`src/rtl/reg_bus_arbiter_pkg.sv`:
```
// -----------------------------------------------------------------------------
// reg_bus_arbiter_pkg
// Shared types and constants for the register-bus arbiter slice.
//   state_t  : arbiter FSM states (IDLE / ACCESS / DONE)
//   owner_t  : which requester currently owns, or last owned, the bus
//   CONT_SAT : saturation value of the contention counter
// No ports (package).
// -----------------------------------------------------------------------------
package reg_bus_arbiter_pkg;

  typedef enum logic [1:0] {
    IDLE   = 2'd0,
    ACCESS = 2'd1,
    DONE   = 2'd2
  } state_t;

  typedef enum logic {
    OWN_I2C = 1'b0,
    OWN_SPI = 1'b1
  } owner_t;

  localparam logic [7:0] CONT_SAT = 8'hFF;

endpackage

```
`src/rtl/reg_bus_arbiter_rr_arb2.sv`:
```
// -----------------------------------------------------------------------------
// rr_arb2
// Two-input round-robin grant generator. Grants are combinational from the
// requests. The last_owner register remembers the most recent winner so that
// a tie goes to the other requester. After reset last_owner is SPI, so I2C
// wins the first tie. The top module leaves this block out when
// REG_ARB_FIXED_PRIO_EN is defined.
// Ports:
//   clk, rst_n    : clock, asynchronous active-low reset
//   i_req_i2c     : I2C request
//   i_req_spi     : SPI request
//   i_update      : the grant is being taken this cycle (arbiter in IDLE)
//   o_gnt_i2c     : grant to I2C
//   o_gnt_spi     : grant to SPI
// -----------------------------------------------------------------------------
module rr_arb2
  import reg_bus_arbiter_pkg::*;
(
  input  logic clk,
  input  logic rst_n,
  input  logic i_req_i2c,
  input  logic i_req_spi,
  input  logic i_update,
  output logic o_gnt_i2c,
  output logic o_gnt_spi
);

  owner_t r_last_owner;
  logic   w_gnt_i2c;
  logic   w_gnt_spi;

  // A lone request always wins. A tie goes to whoever did not win last time.
  assign w_gnt_i2c = i_req_i2c & (~i_req_spi | (r_last_owner == OWN_SPI));
  assign w_gnt_spi = i_req_spi & ~w_gnt_i2c;

  assign o_gnt_i2c = w_gnt_i2c;
  assign o_gnt_spi = w_gnt_spi;

  // Every grant the FSM takes updates the owner history, contended or not.
  always_ff @(posedge clk or negedge rst_n) begin
    if (!rst_n) begin
      r_last_owner <= OWN_SPI;
    end else if (i_update && (w_gnt_i2c || w_gnt_spi)) begin
      r_last_owner <= w_gnt_i2c ? OWN_I2C : OWN_SPI;
    end
  end

endmodule

```
`src/rtl/reg_bus_arbiter.sv`:
```
// -----------------------------------------------------------------------------
// reg_bus_arbiter
// Shares the single-ported register-file bus between the I2C control plane
// and the SPI data plane. Each access takes three cycles:
//   IDLE   : the winner is picked and its request is captured
//   ACCESS : a one-cycle registered reg_wr or reg_rd strobe
//   DONE   : a one-cycle ack goes to the owner
// The block also keeps a saturating count of contended arbitrations.
// Configuration macro:
//   REG_ARB_FIXED_PRIO_EN : I2C always wins ties and rr_arb2 is not built.
//                           Without it, ties alternate round-robin.
// Ports:
//   clk, rst_n                  : clock, asynchronous active-low reset
//   i2c_req/we/addr/wdata       : I2C request (held until ack)
//   i2c_ack, i2c_rdata          : I2C completion pulse and read data
//   spi_req/we/addr/wdata       : SPI request (held until ack)
//   spi_ack, spi_rdata          : SPI completion pulse and read data
//   reg_addr, reg_wdata         : register-file address and write data
//   reg_wr, reg_rd              : one-cycle write and read strobes
//   reg_rdata                   : combinational read data from the register file
//   busy                        : FSM is not in IDLE
//   contention_cnt              : saturating count of contended arbitrations
// -----------------------------------------------------------------------------
module reg_bus_arbiter
  import reg_bus_arbiter_pkg::*;
#(
  parameter int ADDR_W = 8,
  parameter int DATA_W = 8
) (
  input  logic              clk,
  input  logic              rst_n,
  input  logic              i2c_req,
  input  logic              i2c_we,
  input  logic [ADDR_W-1:0] i2c_addr,
  input  logic [DATA_W-1:0] i2c_wdata,
  output logic              i2c_ack,
  output logic [DATA_W-1:0] i2c_rdata,
  input  logic              spi_req,
  input  logic              spi_we,
  input  logic [ADDR_W-1:0] spi_addr,
  input  logic [DATA_W-1:0] spi_wdata,
  output logic              spi_ack,
  output logic [DATA_W-1:0] spi_rdata,
  output logic [ADDR_W-1:0] reg_addr,
  output logic [DATA_W-1:0] reg_wdata,
  output logic              reg_wr,
  output logic              reg_rd,
  input  logic [DATA_W-1:0] reg_rdata,
  output logic              busy,
  output logic [7:0]        contention_cnt
);

  state_t            r_state;
  owner_t            r_owner;
  logic [ADDR_W-1:0] r_reg_addr;
  logic [DATA_W-1:0] r_reg_wdata;
  logic              r_reg_wr;
  logic              r_reg_rd;
  logic              r_i2c_ack;
  logic              r_spi_ack;
  logic [DATA_W-1:0] r_i2c_rdata;
  logic [DATA_W-1:0] r_spi_rdata;
  logic [7:0]        r_cont_cnt;

  logic              w_gnt_i2c;
  logic              w_gnt_spi;

`ifdef REG_ARB_FIXED_PRIO_EN
  // Fixed priority: I2C wins any tie, so no owner history is needed.
  assign w_gnt_i2c = i2c_req;
  assign w_gnt_spi = spi_req & ~i2c_req;
`else
  logic w_arb_update;

  // The grant is only taken, and the history only updated, in IDLE.
  assign w_arb_update = (r_state == IDLE);

  rr_arb2 u_rr_arb2 (
    .clk       (clk),
    .rst_n     (rst_n),
    .i_req_i2c (i2c_req),
    .i_req_spi (spi_req),
    .i_update  (w_arb_update),
    .o_gnt_i2c (w_gnt_i2c),
    .o_gnt_spi (w_gnt_spi)
  );
`endif

  // Main FSM. Every bus, strobe and ack output is registered here, so a req
  // input never reaches an output combinationally. The winner's request is
  // captured in IDLE, so requester inputs that change after the grant are
  // ignored.
  always_ff @(posedge clk or negedge rst_n) begin
    if (!rst_n) begin
      r_state     <= IDLE;
      r_owner     <= OWN_I2C;
      r_reg_addr  <= '0;
      r_reg_wdata <= '0;
      r_reg_wr    <= 1'b0;
      r_reg_rd    <= 1'b0;
      r_i2c_ack   <= 1'b0;
      r_spi_ack   <= 1'b0;
      r_i2c_rdata <= '0;
      r_spi_rdata <= '0;
      r_cont_cnt  <= '0;
    end else begin
      case (r_state)
        IDLE: begin
          if (w_gnt_i2c) begin
            r_owner     <= OWN_I2C;
            r_reg_addr  <= i2c_addr;
            r_reg_wdata <= i2c_wdata;
            r_reg_wr    <= i2c_we;
            r_reg_rd    <= ~i2c_we;
            r_state     <= ACCESS;
          end else if (w_gnt_spi) begin
            r_owner     <= OWN_SPI;
            r_reg_addr  <= spi_addr;
            r_reg_wdata <= spi_wdata;
            r_reg_wr    <= spi_we;
            r_reg_rd    <= ~spi_we;
            r_state     <= ACCESS;
          end
          if (i2c_req && spi_req && (r_cont_cnt != CONT_SAT)) begin
            r_cont_cnt <= r_cont_cnt + 8'd1;
          end
        end

        ACCESS: begin
          // A write leaves the owner's rdata unchanged. Only a read updates it.
          r_reg_wr <= 1'b0;
          r_reg_rd <= 1'b0;
          if (r_reg_rd) begin
            if (r_owner == OWN_I2C) begin
              r_i2c_rdata <= reg_rdata;
            end else begin
              r_spi_rdata <= reg_rdata;
            end
          end
          if (r_owner == OWN_I2C) begin
            r_i2c_ack <= 1'b1;
          end else begin
            r_spi_ack <= 1'b1;
          end
          r_state <= DONE;
        end

        DONE: begin
          r_i2c_ack <= 1'b0;
          r_spi_ack <= 1'b0;
          r_state   <= IDLE;
        end

        default: begin
          r_reg_wr  <= 1'b0;
          r_reg_rd  <= 1'b0;
          r_i2c_ack <= 1'b0;
          r_spi_ack <= 1'b0;
          r_state   <= IDLE;
        end
      endcase
    end
  end

  assign reg_addr       = r_reg_addr;
  assign reg_wdata      = r_reg_wdata;
  assign reg_wr         = r_reg_wr;
  assign reg_rd         = r_reg_rd;
  assign i2c_ack        = r_i2c_ack;
  assign spi_ack        = r_spi_ack;
  assign i2c_rdata      = r_i2c_rdata;
  assign spi_rdata      = r_spi_rdata;
  assign contention_cnt = r_cont_cnt;
  assign busy           = (r_state != IDLE);

endmodule

```
`config.mk`:
```
export PLATFORM = sky130hd
export DESIGN_NAME = reg_bus_arbiter
export DESIGN_NICKNAME = d
export VERILOG_FILES = /design/src/rtl/reg_bus_arbiter_pkg.sv /design/src/rtl/reg_bus_arbiter_rr_arb2.sv /design/src/rtl/reg_bus_arbiter.sv
export SDC_FILE = /design/constraint.sdc
export NUM_CORES = 1
export LEC_CHECK = 0
export CORE_MARGIN = 3
export CORE_UTILIZATION = 45
export CTS_CLUSTER_DIAMETER = 150
export CTS_CLUSTER_SIZE = 12
export DETAILED_ROUTE_END_ITERATION = 10
export PLACE_DENSITY = 0.84
export SYNTH_ARGS = -nofsm -noshare
export SYNTH_HDL_FRONTEND = slang
export SYNTH_HIERARCHICAL = 1
export SYNTH_SLANG_ARGS = --single-unit
```
`constraint.sdc`:
```
create_clock -name clk -period 2.9 [get_ports clk]
set_clock_uncertainty 0.05 [all_clocks]
set_input_delay 0.58 -clock clk [delete_from_list [all_inputs] [get_ports clk]]
set_output_delay 0.58 -clock clk [all_outputs]
set_load 0.02 [all_outputs]
```
==> results.yml, run 1 <==
run_status:
  run_status: "finished, final reports clean"
final_layout:
  layout_commonest_cell: "clkdlybuf4s50_1"
  mostFrequentLayoutCells: "clkdlybuf4s50_1 (89), mux2_2 (50), dfrtp_1 (47)"
  fill_cells: 336
  syn_to_final_growth_pct: 49.6
  fin_area_um2: 3240
  drive_above_1_share: 0.277
  n_antenna_cell: 0
  layout.nets: 299
route:
  wire_per_inst_um: 15.5
  first_iter_violations: 48
  wl_mm: 4.73
  viasPerCell: 5.29
  dr.pass1.iters: 4
  route.detailed.drc: 0
  antenna_left: 0
  vias: 1612
worst_hold_path:
  holdCritPathClass: "input port to async pin"
global_routing:
  antenna_found_initial: 0
  grt_max_degree: 34
  track_usage: 0.179
  grt_pass1_wl_mm: 7.69
  overflow: 0
  grt_pass1_vias: 1673
cts:
  ctsHoldBuffers: 0
  root_buffer: "clkbuf_8"
  clk_pin_slew_ns: 0.08
  cts_htree_levels: 2
  cts_tree: "yes"
  clock_latency_ns: 0.29
  max-clock-path-buffers: 2
  cts_post_setup_buffers_inserted: 0
  post_cts_resized: 0
  cts.sinks: 48
  cts_made_buffers: 5
synth:
  synth_seq_cells: 48
  syn_area_um2: 2170
  synth_area_leaders: "dfrtp_1 (54%), mux2_2 (26%), a21oi_1 (1.6%)"
  synth.lib_cells_used.distinct: 32
  synth_cells: 157
  yosysTopAreaCellShare: 0.542
  syn-num-nets: 204
  synthArstFlopShare: 1.00
  synth.yosys.seq_area_share: 0.555
  avgSynthCellArea_um2: 13.8
  yosysWarnings: 6
  synth_edf_count: 0
  synth_top_flop_cell: "dfrtp_1"
  synth_area_leader_cell: "dfrtp_1"
worst_setup_path:
  crit_buf_inv: 2
  cp.required_ns: 2.27
  r2r_slack_ns: 1.03
  r2r_cells: 5
  cp_max_fo: 9
  worst_setup_path_end_kind: "output pin"
  worstSetupPathType: "flop to output pin"
  startpoint_type: "flop"
  critPathTopFamily: "buffers and inverters"
  rr_startpoint: "u_rr_arb2/r_last_owner$_DFFE_PN1P_"
  critPathArrivalTime_ns: 1.73
  slowest_delay_ns: 0.55
  path_cells: "nor2_1, inv_1, clkdlybuf4s50_1"
  reg2reg_to: "reg_addr[5]$_DFFE_PN0P_"
  cpMaxStageDelayCell: "clkdlybuf4s50_1"
floorplan:
  coreArea_um2: 4500
  die_w_um: 75.4
  dieArea_um2: 5690
  start_util: 0.481
  rows: 24
  die-height_um: 75.4
  ios: 91
power:
  pwr-share-clk: 0.149
  vdd_ir_drop_max_mv: 0.620
  netSwitchingFraction: 0.355
  p_int_mw: 2.24
  power_mw: 3.47
  p_leak_nw: 1.35
  pwr-share-comb: 0.499
  p_switching_mw: 1.23
  p_seq_frac: 0.352
  powerDensity_nw_per_um2: 1070
timing:
  hold_ws_ns: 0.134
  max_slew.worst_pin.slew_ns: 0.411
  fin_crit_sh: 0.814
  fmax_ghz: 0.423
  slew_violations: 0
  worst_slack_ns: 0.538
  final.setup.tns_ns: 0
  finalCriticalPeriod_ns: 2.36
  hold_viol_final: 0
  relSlewSlack: 0.726
  setup_viol: 0
  rsz0062_at_grt: "no"
placed_design:
  io_buffers: 90
  place_area_um2: 3120
  gp_congestion: 0.801
  post-place-ws_ns: 0.473
  dp_hpwl_mm: 3.59
run:
  cap_violations: 0
-- through the flow --
step                      instances   util
after floorplan                 157      -
after global placement          297  0.692
after detailed placement        297  0.692
after CTS                       305  0.720
after global routing            305  0.720
final                           305  0.720
-- cells in the mapped netlist (2+ instances only) --
library cell / instances
o21ai_0: 2
mux2_1: 3
buf_6: 2
dfrtp_1: 47
nand3_1: 3
buf_4: 2
nor2_1: 3
xnor2_1: 3
and2_1: 2
mux2_2: 50
buf_2: 3
nand2_1: 2
inv_1: 5
a21oi_1: 7
a31oi_1: 2
nand4_1: 5
-- worst reg2reg max path, stage by stage (launching register included) --
cell,delay [ns]
dfstp_2,0.56
inv_1,0.06
a21boi_2,0.22
buf_4,0.25
mux2_2,0.37
mux2_2,0.27
-- power groups by stage --
stage / clock network [mW] / registers [mW] / logic, mW
after floorplan: 0 / 1.53 / 0.647
final: 0.518 / 1.22 / 1.74
after global routing: 0.553 / 1.27 / 1.86
after global placement: 0 / 1.22 / 1.73
after CTS: 0.526 / 1.23 / 1.76
after detailed placement: 0 / 1.24 / 1.75
-- cell families (layout without fill, tap and decap cells) --
logic type,count (synthesis),in the layout,synth area share
AOI/OAI and AO/OA,16,16,0.0427
xor gates and xnor gates,3,3,0.0121
adders and majority gates,1,1,0.00577
buffers and inverters,12,108,0.0329
DFF,48,48,0.555
muxes,53,53,0.275
and+or+nand+nor,24,24,0.0768
-- how the worst max path moves through the flow --
stage / slack [ns] / endpoint / cells after the start / startpoint
after detailed placement: 0.47 / reg_addr[5]$_DFFE_PN0P_ / 6 / spi_req
final: 0.54 / busy / 3 / r_state[1]$_DFFE_PN0P_
after global placement: 0.51 / reg_wdata[1]$_DFFE_PN0P_ / 6 / spi_req
after global routing: 0.44 / busy / 3 / r_state[1]$_DFFE_PN0P_
after CTS: 0.53 / busy / 3 / r_state[1]$_DFFE_PN0P_
after floorplan: 0.98 / reg_addr[1]$_DFFE_PN0P_ / 6 / i2c_req
-- layer usage --
| layer | wire length, µm | vias to the layer above | global-route usage |
|---|---|---|---|
| met5 | 0 | - | 0 |
| met4 | 63 | 0 | 0.0524 |
| met3 | 407 | 7 | 0.0818 |
| met2 | 2330 | 56 | 0.292 |
| met1 | 1930 | 795 | 0.214 |
| li1 | - | 754 | - |
-- cell type report --
cell class / count / area, µm² / share of cell area
Sequential cell: 48 / 1200 / 0.371
Timing Repair Buffer: 95 / 933 / 0.288
Multi-Input combinational cell: 97 / 898 / 0.277
Clock buffer: 7 / 96.3 / 0.0297
Tap cell: 52 / 65.1 / 0.0201
Clock inverter: 1 / 30.0 / 0.00926
Inverter: 5 / 18.8 / 0.00578
-- sequential cells by signal (all words and copies together), names as in the netlist --
| register | flops |
|---|---|
| contention_cnt | 8 |
| r_state | 2 |
| reg_addr | 8 |
| r_owner | 1 |
| reg_wr | 1 |
| spi_rdata | 8 |
| spi_ack | 1 |
| reg_wdata | 8 |
| i2c_ack | 1 |
| reg_rd | 1 |
| u_rr_arb2/r_last_owner | 1 |
| i2c_rdata | 8 |
(Power assumes the default switching activity.)
==> run 2: changes to the inputs <==
--- a/config.mk
+++ b/config.mk
@@ -6,11 +6,11 @@
 export NUM_CORES = 1
 export LEC_CHECK = 0
 export CORE_MARGIN = 3
-export CORE_UTILIZATION = 45
+export CORE_UTILIZATION = 38
 export CTS_CLUSTER_DIAMETER = 150
 export CTS_CLUSTER_SIZE = 12
 export DETAILED_ROUTE_END_ITERATION = 10
-export PLACE_DENSITY = 0.84
+export PLACE_DENSITY = 0.75
 export SYNTH_ARGS = -nofsm -noshare
 export SYNTH_HDL_FRONTEND = slang
 export SYNTH_HIERARCHICAL = 1
==> constraint.sdc (replaced) <==
create_clock -name clk -period 1.9 [get_ports clk]
set_clock_uncertainty 0.05 [all_clocks]
set_input_delay 0.38 -clock clk [delete_from_list [all_inputs] [get_ports clk]]
set_output_delay 0.38 -clock clk [all_outputs]
set_load 0.02 [all_outputs]
==> run 2 against run 1 <==
Against the previous run:
- combinational power increased by 60%
- power rose by 55%
- core utilization is 8.0 points lower
- first-iteration DRC count rose by 13%
- worst setup slack got worse by 0.46 ns
- flip-flop and latch count is the same
- critical path depth up 2
- via count down 0.87%
- final cell count is 9.8% higher
- critical endpoint is now reg_wr$_DFFE_PN0P_
- largest cell class unchanged
- highest routed layer unchanged
==> results.yml, run 2 (synthesis gave the netlist of run 1 again) <==
run_status:
  run_status: "finished, final reports clean"
worst_setup_path:
  cp.required_ns: 2.04
  path_depth: 5
  cpMaxStageDelayCell: "clkdlybuf4s50_1"
  r2r_cells: 5
  worst_setup_path_end_kind: "flop"
  critPathTopFamily: "simple AND/OR/NAND/NOR gates"
  critPathArrivalTime_ns: 1.97
  startpoint: "spi_req"
  rr_startpoint: "u_rr_arb2/r_last_owner$_DFFE_PN1P_"
  worstSetupPathType: "input port to flop"
  crit_buf_inv: 1
  path_cells: "clkdlybuf4s50_1, a21boi_4, mux2_4, or3_4, and3b_1"
  cp_max_fo: 5
  startpoint_type: "input port"
  slowest_delay_ns: 0.49
cts:
  root_buffer: "clkbuf_8"
  max-clock-path-buffers: 2
  cts.sinks: 48
  clock_latency_ns: 0.30
  clk_pin_slew_ns: 0.09
  cts_made_buffers: 5
  cts_tree: "yes"
  cts_htree_levels: 2
timing:
  slew_violations: 0
  relSlewSlack: 0.705
  finalCriticalPeriod_ns: 1.82
  fin_crit_sh: 0.960
  max_slew.worst_pin.slew_ns: 0.442
  hold_viol_final: 0
  hold_ws_ns: 0.393
  fmax_ghz: 0.548
  setup_viol: 0
placed_design:
  place_area_um2: 3240
  dp_hpwl_mm: 3.62
  io_buffers: 90
  gp_congestion: 0.753
worst_hold_path:
  hold_start: "i2c_req"
  holdPathStages: 3
  holdCritPathClass: "input port to flop"
floorplan:
  dieArea_um2: 6650
  ios: 91
  coreArea_um2: 5300
  rows: 26
  die_w_um: 81.5
  die-height_um: 81.5
  start_util: 0.409
route:
  first_iter_violations: 54
  route.detailed.drc: 0
  wl_mm: 4.79
  dr.pass1.iters: 4
  wire_per_inst_um: 14.3
  vias: 1598
  antenna_left: 0
  viasPerCell: 4.77
global_routing:
  antenna_found_initial: 0
  grt_pass1_wl_mm: 7.89
  grt_pass1_vias: 1713
  overflow: 0
  grt_max_degree: 33
  track_usage: 0.155
final_layout:
  fin_area_um2: 3390
  n_antenna_cell: 0
  layout.nets: 311
  drive_above_1_share: 0.325
  mostFrequentLayoutCells: "clkdlybuf4s50_1 (87), mux2_2 (50), dfrtp_1 (46)"
  syn_to_final_growth_pct: 56.5
  layout_commonest_cell: "clkdlybuf4s50_1"
run:
  cap_violations: 0
power:
  vdd_ir_drop_max_mv: 0.916
  p_leak_nw: 1.43
  powerDensity_nw_per_um2: 1590
run 2: area by class of cell:
type                       count  area [µm²]
multi-input combinational     97         918
clock buffer                   6        82.6
tap                           70        87.6
inverter                       5        18.8
fill                         412        1910
sequential                    48        1200
clock inverter                 2        38.8
timing repair buffer         107        1040
run 2: repair_timing:
action | CTS | global route
cloned | 0 | 0
hold buffers | 1 | 0
setup endpoints to repair | 12 | 18
resized for setup | 3 | 7
buffers inserted | 0 | 0
endpoints found under the hold margin | 16 | 0
pin swaps | 0 | 2
run 2: layer usage:
metal,vias to the layer above,GRT usage,wire [µm]
met5,-,0,0
met4,0,0.0557,54
met3,5,0.0548,390
met2,56,0.258,2270
met1,764,0.185,2080
li1,773,-,-
run 2: report_power, final:
group	switching, mW	internal, mW
Clock	0.343	0.430
Combinational	1.24	1.54
Sequential	0.324	1.52
run 2: worst register-to-register path: stages (launching register included):
cell	delay, ns
dfstp_2	0.57
inv_2	0.05
a21boi_4	0.22
mux2_4	0.33
or3_4	0.33
and3b_1	0.17
run 2: metrics by stage:
| stage | setup TNS, ns | utilization | setup slack (ns) | power (mW) | std cells |
|---|---|---|---|---|---|
| final | 0 | 0.640 | 0.0751 | 5.39 | 335 |
| after global routing | -0.00263 | 0.640 | -0.00263 | 5.73 | 335 |
| after CTS | -0.0136 | 0.636 | -0.0136 | 5.44 | 335 |
| after detailed placement | -5.55 | 0.610 | -0.327 | 4.65 | 326 |
| after global placement | -5.23 | 0.610 | -0.306 | 4.61 | 326 |
| after floorplan | 0 | - | 0.0119 | 3.33 | 157 |
run 2: path summary, 6_finish.rpt:
path	endpoint	slack, ns
setup / recovery	reg_wr$_DFFE_PN0P_	0.08
hold / removal	u_rr_arb2/r_last_owner$_DFFE_PN1P_	0.39
setup reg to reg	reg_wr$_DFFE_PN0P_	0.09
hold reg to reg	spi_rdata[0]$_DFFE_PN0P_	0.46
max in group asynchronous	u_rr_arb2/r_last_owner$_DFFE_PN1P_	0.73
min in group asynchronous	reg_wdata[5]$_DFFE_PN0P_	0.49
